File: src/rtl/oc_flash_master.sv
// Avalon-MM initiator for the on-chip flash IP: sequences data-port reads/writes,
// CSR write-protect unlock/relock, sector/page erase and busy polling.
module oc_flash_master #(
    parameter int ADDR_W         = 16,
    parameter int POLL_LIMIT     = 1048575,
    parameter int CSR_RD_LATENCY = 1,
    parameter bit RELOCK         = 1'b1
) (
    input  logic              clock,
    input  logic              reset_n,
    input  logic              cmd_valid,
    output logic              cmd_ready,
    input  logic [1:0]        cmd_op,
    input  logic [ADDR_W-1:0] cmd_addr,
    input  logic [1:0]        cmd_burst,
    input  logic [31:0]       cmd_wdata,
    output logic              rsp_valid,
    output logic [31:0]       rsp_data,
    output logic              done,
    output logic              error,
    output logic [ADDR_W-1:0] avmm_data_addr,
    output logic              avmm_data_read,
    output logic              avmm_data_write,
    output logic [31:0]       avmm_data_writedata,
    output logic [1:0]        avmm_data_burstcount,
    input  logic [31:0]       avmm_data_readdata,
    input  logic              avmm_data_waitrequest,
    input  logic              avmm_data_readdatavalid,
    output logic              avmm_csr_addr,
    output logic              avmm_csr_read,
    output logic              avmm_csr_write,
    output logic [31:0]       avmm_csr_writedata,
    input  logic [31:0]       avmm_csr_readdata
);

    typedef enum logic [3:0] {
        S_IDLE,
        S_RD_REQ,
        S_RD_WAIT,
        S_UNLOCK,
        S_WR_REQ,
        S_ER_REQ,
        S_POLL,
        S_POLL_WAIT,
        S_RELOCK,
        S_FINISH
    } state_t;

    localparam logic [1:0] OP_RD = 2'd0;
    localparam logic [1:0] OP_WR = 2'd1;
    localparam logic [1:0] OP_SE = 2'd2;

    localparam int             PCW      = $clog2(POLL_LIMIT + 1);
    localparam logic [PCW-1:0] POLL_MAX = PCW'(POLL_LIMIT);
    localparam logic [1:0]     LAT      = 2'(CSR_RD_LATENCY);

    // Control register: [27:23] sector write-protect, [22:20] sector erase, [19:0] page erase
    localparam logic [31:0] CTRL_UNLOCK = 32'h007F_FFFF;
    localparam logic [31:0] CTRL_LOCK   = 32'h0FFF_FFFF;

    state_t             r_state;
    state_t             w_next;
    logic [1:0]         r_op;
    logic [ADDR_W-1:0]  r_addr;
    logic [1:0]         r_burst;
    logic [31:0]        r_wdata;
    logic               r_beat;
    logic [1:0]         r_lat;
    logic [PCW-1:0]     r_polls;
    logic               r_err;

    logic               w_accept;
    logic               w_sec_bad;
    logic [1:0]         w_burst;
    logic               w_busy;
    logic               w_pass;
    logic               w_sample;
    logic               w_repoll;
    logic               w_last_beat;
    logic [31:0]        w_erase_ctrl;
    logic               w_unused;

    assign w_accept    = cmd_valid && cmd_ready;
    assign w_sec_bad   = (cmd_addr[2:0] == 3'd0) || (cmd_addr[2:0] > 3'd5);
    assign w_burst     = (cmd_burst == 2'd0) ? 2'd1 : (cmd_burst == 2'd3) ? 2'd2 : cmd_burst;
    assign w_busy      = |avmm_csr_readdata[1:0];
    assign w_pass      = (r_op == OP_WR) ? avmm_csr_readdata[3] : avmm_csr_readdata[4];
    assign w_sample    = (r_state == S_POLL_WAIT) && (r_lat == LAT);
    assign w_repoll    = w_busy && (r_polls != POLL_MAX);
    assign w_last_beat = avmm_data_readdatavalid && (r_beat || (r_burst == 2'd1));
    assign w_erase_ctrl = (r_op == OP_SE) ? {9'h0, r_addr[2:0], 20'hF_FFFF}
                                          : {9'h0, 3'b111, 20'(r_addr)};
    assign w_unused    = ^{avmm_csr_readdata[31:5], avmm_csr_readdata[2]};

    assign avmm_data_addr      = r_addr;
    assign avmm_data_writedata = r_wdata;

    always_ff @(posedge clock or negedge reset_n) begin
        if (!reset_n) begin
            r_state <= S_IDLE;
        end else begin
            r_state <= w_next;
        end
    end

    always_comb begin
        w_next               = r_state;
        cmd_ready            = 1'b0;
        rsp_valid            = 1'b0;
        rsp_data             = '0;
        done                 = 1'b0;
        error                = 1'b0;
        avmm_data_read       = 1'b0;
        avmm_data_write      = 1'b0;
        avmm_data_burstcount = 2'd0;
        avmm_csr_addr        = 1'b0;
        avmm_csr_read        = 1'b0;
        avmm_csr_write       = 1'b0;
        avmm_csr_writedata   = '0;
        case (r_state)
            S_IDLE: begin
                cmd_ready = 1'b1;
                if (cmd_valid) begin
                    case (cmd_op)
                        OP_RD:   w_next = S_RD_REQ;
                        OP_SE:   w_next = w_sec_bad ? S_FINISH : S_UNLOCK;
                        default: w_next = S_UNLOCK;
                    endcase
                end
            end
            S_RD_REQ: begin
                avmm_data_read       = 1'b1;
                avmm_data_burstcount = r_burst;
                if (!avmm_data_waitrequest) w_next = S_RD_WAIT;
            end
            S_RD_WAIT: begin
                rsp_valid = avmm_data_readdatavalid;
                rsp_data  = avmm_data_readdatavalid ? avmm_data_readdata : '0;
                if (w_last_beat) w_next = S_FINISH;
            end
            S_UNLOCK: begin
                avmm_csr_write     = 1'b1;
                avmm_csr_addr      = 1'b1;
                avmm_csr_writedata = CTRL_UNLOCK;
                w_next             = (r_op == OP_WR) ? S_WR_REQ : S_ER_REQ;
            end
            S_WR_REQ: begin
                avmm_data_write      = 1'b1;
                avmm_data_burstcount = 2'd1;
                if (!avmm_data_waitrequest) w_next = S_POLL;
            end
            S_ER_REQ: begin
                avmm_csr_write     = 1'b1;
                avmm_csr_addr      = 1'b1;
                avmm_csr_writedata = w_erase_ctrl;
                w_next             = S_POLL;
            end
            S_POLL: begin
                avmm_csr_read = 1'b1;
                w_next        = S_POLL_WAIT;
            end
            S_POLL_WAIT: begin
                if (w_sample) begin
                    if (w_repoll)    w_next = S_POLL;
                    else if (RELOCK) w_next = S_RELOCK;
                    else             w_next = S_FINISH;
                end
            end
            S_RELOCK: begin
                avmm_csr_write     = 1'b1;
                avmm_csr_addr      = 1'b1;
                avmm_csr_writedata = CTRL_LOCK;
                w_next             = S_FINISH;
            end
            S_FINISH: begin
                done   = 1'b1;
                error  = r_err;
                w_next = S_IDLE;
            end
            default: w_next = S_IDLE;
        endcase
    end

    always_ff @(posedge clock or negedge reset_n) begin
        if (!reset_n) begin
            r_op    <= '0;
            r_addr  <= '0;
            r_burst <= '0;
            r_wdata <= '0;
            r_beat  <= 1'b0;
            r_lat   <= '0;
            r_polls <= '0;
            r_err   <= 1'b0;
        end else begin
            if (w_accept) begin
                r_op    <= cmd_op;
                r_addr  <= cmd_addr;
                r_burst <= w_burst;
                r_wdata <= cmd_wdata;
                r_beat  <= 1'b0;
                r_polls <= '0;
                r_err   <= (cmd_op == OP_SE) && w_sec_bad;
            end
            if ((r_state == S_RD_WAIT) && avmm_data_readdatavalid) r_beat <= 1'b1;
            // r_lat counts cycles since the status read strobe; status is valid when it hits LAT
            if (r_state == S_POLL) begin
                r_polls <= r_polls + 1'b1;
                r_lat   <= 2'd1;
            end else if ((r_state == S_POLL_WAIT) && (r_lat != LAT)) begin
                r_lat <= r_lat + 2'd1;
            end
            if (w_sample && !w_repoll) r_err <= w_busy || !w_pass;
        end
    end

endmodule

File: config.mk
export PLATFORM = sky130hd
export DESIGN_NAME = oc_flash_master
export DESIGN_NICKNAME = d
export VERILOG_FILES = /design/src/rtl/oc_flash_master.sv
export SDC_FILE = /design/constraint.sdc
export NUM_CORES = 1
export LEC_CHECK = 0
export BUFFER_PORTS_ARGS = -buffer_cell sky130_fd_sc_hd__buf_4
export CAP_MARGIN = 10
export CORE_MARGIN = 2
export CORE_UTILIZATION = 48
export DETAILED_ROUTE_END_ITERATION = 8
export PLACE_DENSITY = 0.86
export SETUP_SLACK_MARGIN = 0.15
export SLEW_MARGIN = 10
export SYNTH_ARGS = -nofsm -noshare
export SYNTH_HDL_FRONTEND = slang
export SYNTH_SLANG_ARGS = --single-unit
export TNS_END_PERCENT = 10
File: constraint.sdc
create_clock -name clock -period 2.6 [get_ports clock]
set_input_delay 0 -clock clock [delete_from_list [all_inputs] [get_ports clock]]
set_output_delay 0 -clock clock [all_outputs]
set_load 0.02 [all_outputs]
==> results.json <==
{
  "outcome": "finished, final reports clean",
  "synth_area_leaders": "dfrtp_1, mux2_2, and2_1",
  "via_count": 4022,
  "grt_use_total": 0.2903,
  "netlist.area_leader.share": 0.4782,
  "post_cts_buffers": 0,
  "htree_levels": 3,
  "setup.worst_path.class": "reg2out",
  "wl_um": 13770,
  "synth_top_area_cell": "dfrtp_1",
  "syn_to_final_growth_pct": 55.77,
  "holdWs_ns": 0.04444,
  "cts_tree": "yes",
  "antenna_cells": 0,
  "multi_input_area_um2": 1971,
  "nets": 759,
  "drtAntennaViolNets": 0,
  "slew_viol_final": 0,
  "initial_core_util": 0.4872,
  "rrSetupSlack_ns": 0.40,
  "tightest_slew_ns": 0.9920,
  "setup_tns_ns": 0,
  "max_stage_delay_ns": 0.75,
  "drive_gt1_frac": 0.4727,
  "io_buffer_count": 210,
  "dieWidth_um": 97.39,
  "coreArea_um2": 8593,
  "io_pins": 244,
  "antenna_found_initial": 0,
  "crit_fanout": 17,
  "netlist_instances": 386,
  "seqCellArea_um2": 2003,
  "clockBufferDepth": 2,
  "n_fill_cell": 497,
  "synthXorXnorAreaFrac": 0.002092,
  "skew_ns": 0.01090,
  "dpl.hpwl_um": 8405,
  "synth_commonest_cells": "dfrtp_1, mux2_2, and2_1",
  "power_density_nw_per_um2": 1146,
  "critPathTopFamily": "flip-flops",
  "synth_edf_count": 0,
  "finalSetupViolCount": 0,
  "rsz0062_at_grt": "yes",
  "cp_slowest_cell": "dfrtp_1",
  "cp_num_cells": 6,
  "path_clk_slew_ns": 0.08,
  "gp_congestion": 0.8781,
  "peakVddDrop_mv": 1.157,
  "grt_max_degree": 81,
  "ys_warn_count": 0,
  "synth_top_family_by_area": "simple AND/OR/NAND/NOR gates",
  "grt_pass1_wl_um": 21600,
  "dr.pass1.iters": 4,
  "layout_min_cycle_time_ns": 2.326,
  "final_hold_viol_count": 0,
  "drtIter0Drc": 240,
  "critPathArrivalTime_ns": 2.33,
  "avgViaCountPerCell": 5.370,
  "wl_per_cell_um": 18.38,
  "syn_avg_cell_area_um2": 10.85,
  "hold_class": "in2reg",
  "worstPathRequired_ns": 2.60,
  "r2r_cells": 5,
  "cp.buffers_inverters": 1,
  "cts_buffers": 9,
  "synth_fa_ha_area_frac": 0.005977,
  "end_kind": "output port",
  "cts_root_buf": "clkbuf_8",
  "synth_mux_area_frac": 0.1665,
  "route.detailed.drc": 0,
  "cts.sinks": 80,
  "ys_ff_latch": 80,
  "ys_types": 50,
  "hold_path_depth": 4,
  "path_cells": "nand2_1 > nor2_1 > a21oi_1 > o211a_1 > a21boi_0 > buf_4",
  "grt_pass1_vias": 4211,
  "synth-seq-area-share": 0.4782,
  "fp.dieH_um": 97.39,
  "mappedNetlistArea_um2": 4187,
  "cap_violations": 0,
  "post-synth-top-count-cell": "dfrtp_1",
  "synth_simple_gate_area_frac": 0.1880,
  "period_share": 0.8948,
  "power.leakage_uw": 0.003339,
  "clock_latency_ns": 0.36,
  "synthArstFlopShare": 1.000,
  "crit_path_start_kind": "register",
  "grt_overflow": 0,
  "fp-row-count": 34,
  "ys.flop_type": "dfrtp_1",
  "synth_compound_gate_area_share": 0.1031,
  "dieArea_um2": 9485,
  "maxSlewHeadroom": 0.3387,
  "fmax_mhz": 429.8
}
stage by stage:
step / area, um^2 / power, uW / cells / worst slack (ns) / util
2_1_floorplan: 4198 / 4603 / 389 / 0.3298 / -
3_3_place_gp: 5767 / 6022 / 681 / 0.4696 / 0.6711
3_5_place_dp: 5767 / 6167 / 681 / 0.4166 / 0.6711
4_1_cts: 6519 / 7285 / 749 / 0.2244 / 0.7586
5_1_grt: 6521 / 7827 / 749 / 0.1268 / 0.7589
6_report: 6521 / 7476 / 749 / 0.2736 / 0.7589
layout make-up:
cell class	count	area share
timing repair buffer	269	0.3296
clock inverter	6	0.01401
inverter	9	0.005180
sequential	80	0.3072
multi-input combinational	267	0.3022
clock buffer	10	0.02111
tap	108	0.02072
tightest hold or removal path: stages:
cell and delay, ns:
buf_4 0.10, a21oi_1 0.08, nor2_1 0.10, a21oi_1 0.08
cells by family (layout without fill, tap and decap cells):
kind of cell	after synthesis	in the layout
AO/OA/AOI/OAI	64	64
XOR/XNOR	1	1
adder cells (fa/ha/maj)	2	2
AND/OR/NAND/NOR	133	133
other	1	4
buffers and inverters	42	294
multiplexers	63	63
flip-flops	80	80
flip-flops by register name, indices dropped and copies added (netlist names):
name	flops
r_burst	2
r_err	1
r_op	2
avmm_data_writedata	32
avmm_data_addr	16
r_polls	20
r_state	4
r_lat	2
r_beat	1
metal layers:
metal | GRT usage | vias to the layer above | wire length (um)
met5 | 0 | - | 0
met4 | 0.1346 | 0 | 488
met3 | 0.07338 | 40 | 1000
met2 | 0.5273 | 211 | 7264
met1 | 0.3157 | 1940 | 5016
li1 | - | 1831 | -
power by group:
group          leakage, uW  internal (uW)  switching [uW]
sequential        0.000993           1740             501
combinational      0.00223           1910            2240
clock             0.000117            573             507
total              0.00334           4230            3240
timing repair:
item	4_1_cts	5_1_grt
endpoints found under the hold margin	132	0
resized for setup	2	2
hold buffers	52	0
endpoints found under the setup margin	53	18
pin swaps	0	0
final timing paths:
kind                                         from                            endpoint
max                        r_state[1]$_DFFE_PN0P_              avmm_csr_writedata[22]
min                                     cmd_valid              r_polls[2]$_DFFE_PN0P_
max reg2reg                r_state[1]$_DFFE_PN0P_             r_polls[15]$_DFFE_PN0P_
min reg2reg                    r_beat$_DFFE_PN0P_                  r_beat$_DFFE_PN0P_
max in group asynchronous                 reset_n              r_state[2]$_DFFE_PN0P_
min in group asynchronous                 reset_n  avmm_data_writedata[5]$_DFFE_PN0P_
layout by cell type (no fill, tap or decap), types with 2 or more instances in the layout:
master	instances
nor2b_1	3
o21a_1	2
conb_1	4
dlygate4sd3_1	52
or3_1	3
nand2b_1	5
nor4_4	2
and2_1	35
dfrtp_1	79
nand3_1	15
bufinv_16	2
or2_2	2
nand4_1	5
nor2_1	17
mux2_2	53
inv_1	7
a21oi_1	7
a21boi_0	3
a211oi_1	2
a21o_1	18
ha_1	2
buf_4	217
a31oi_1	4
mux2i_1	10
nor3_1	4
o21ai_0	17
o211ai_1	2
a21o_2	2
clkinv_4	2
nand2_1	29
clkbuf_8	10
(Power assumes the default switching activity.)
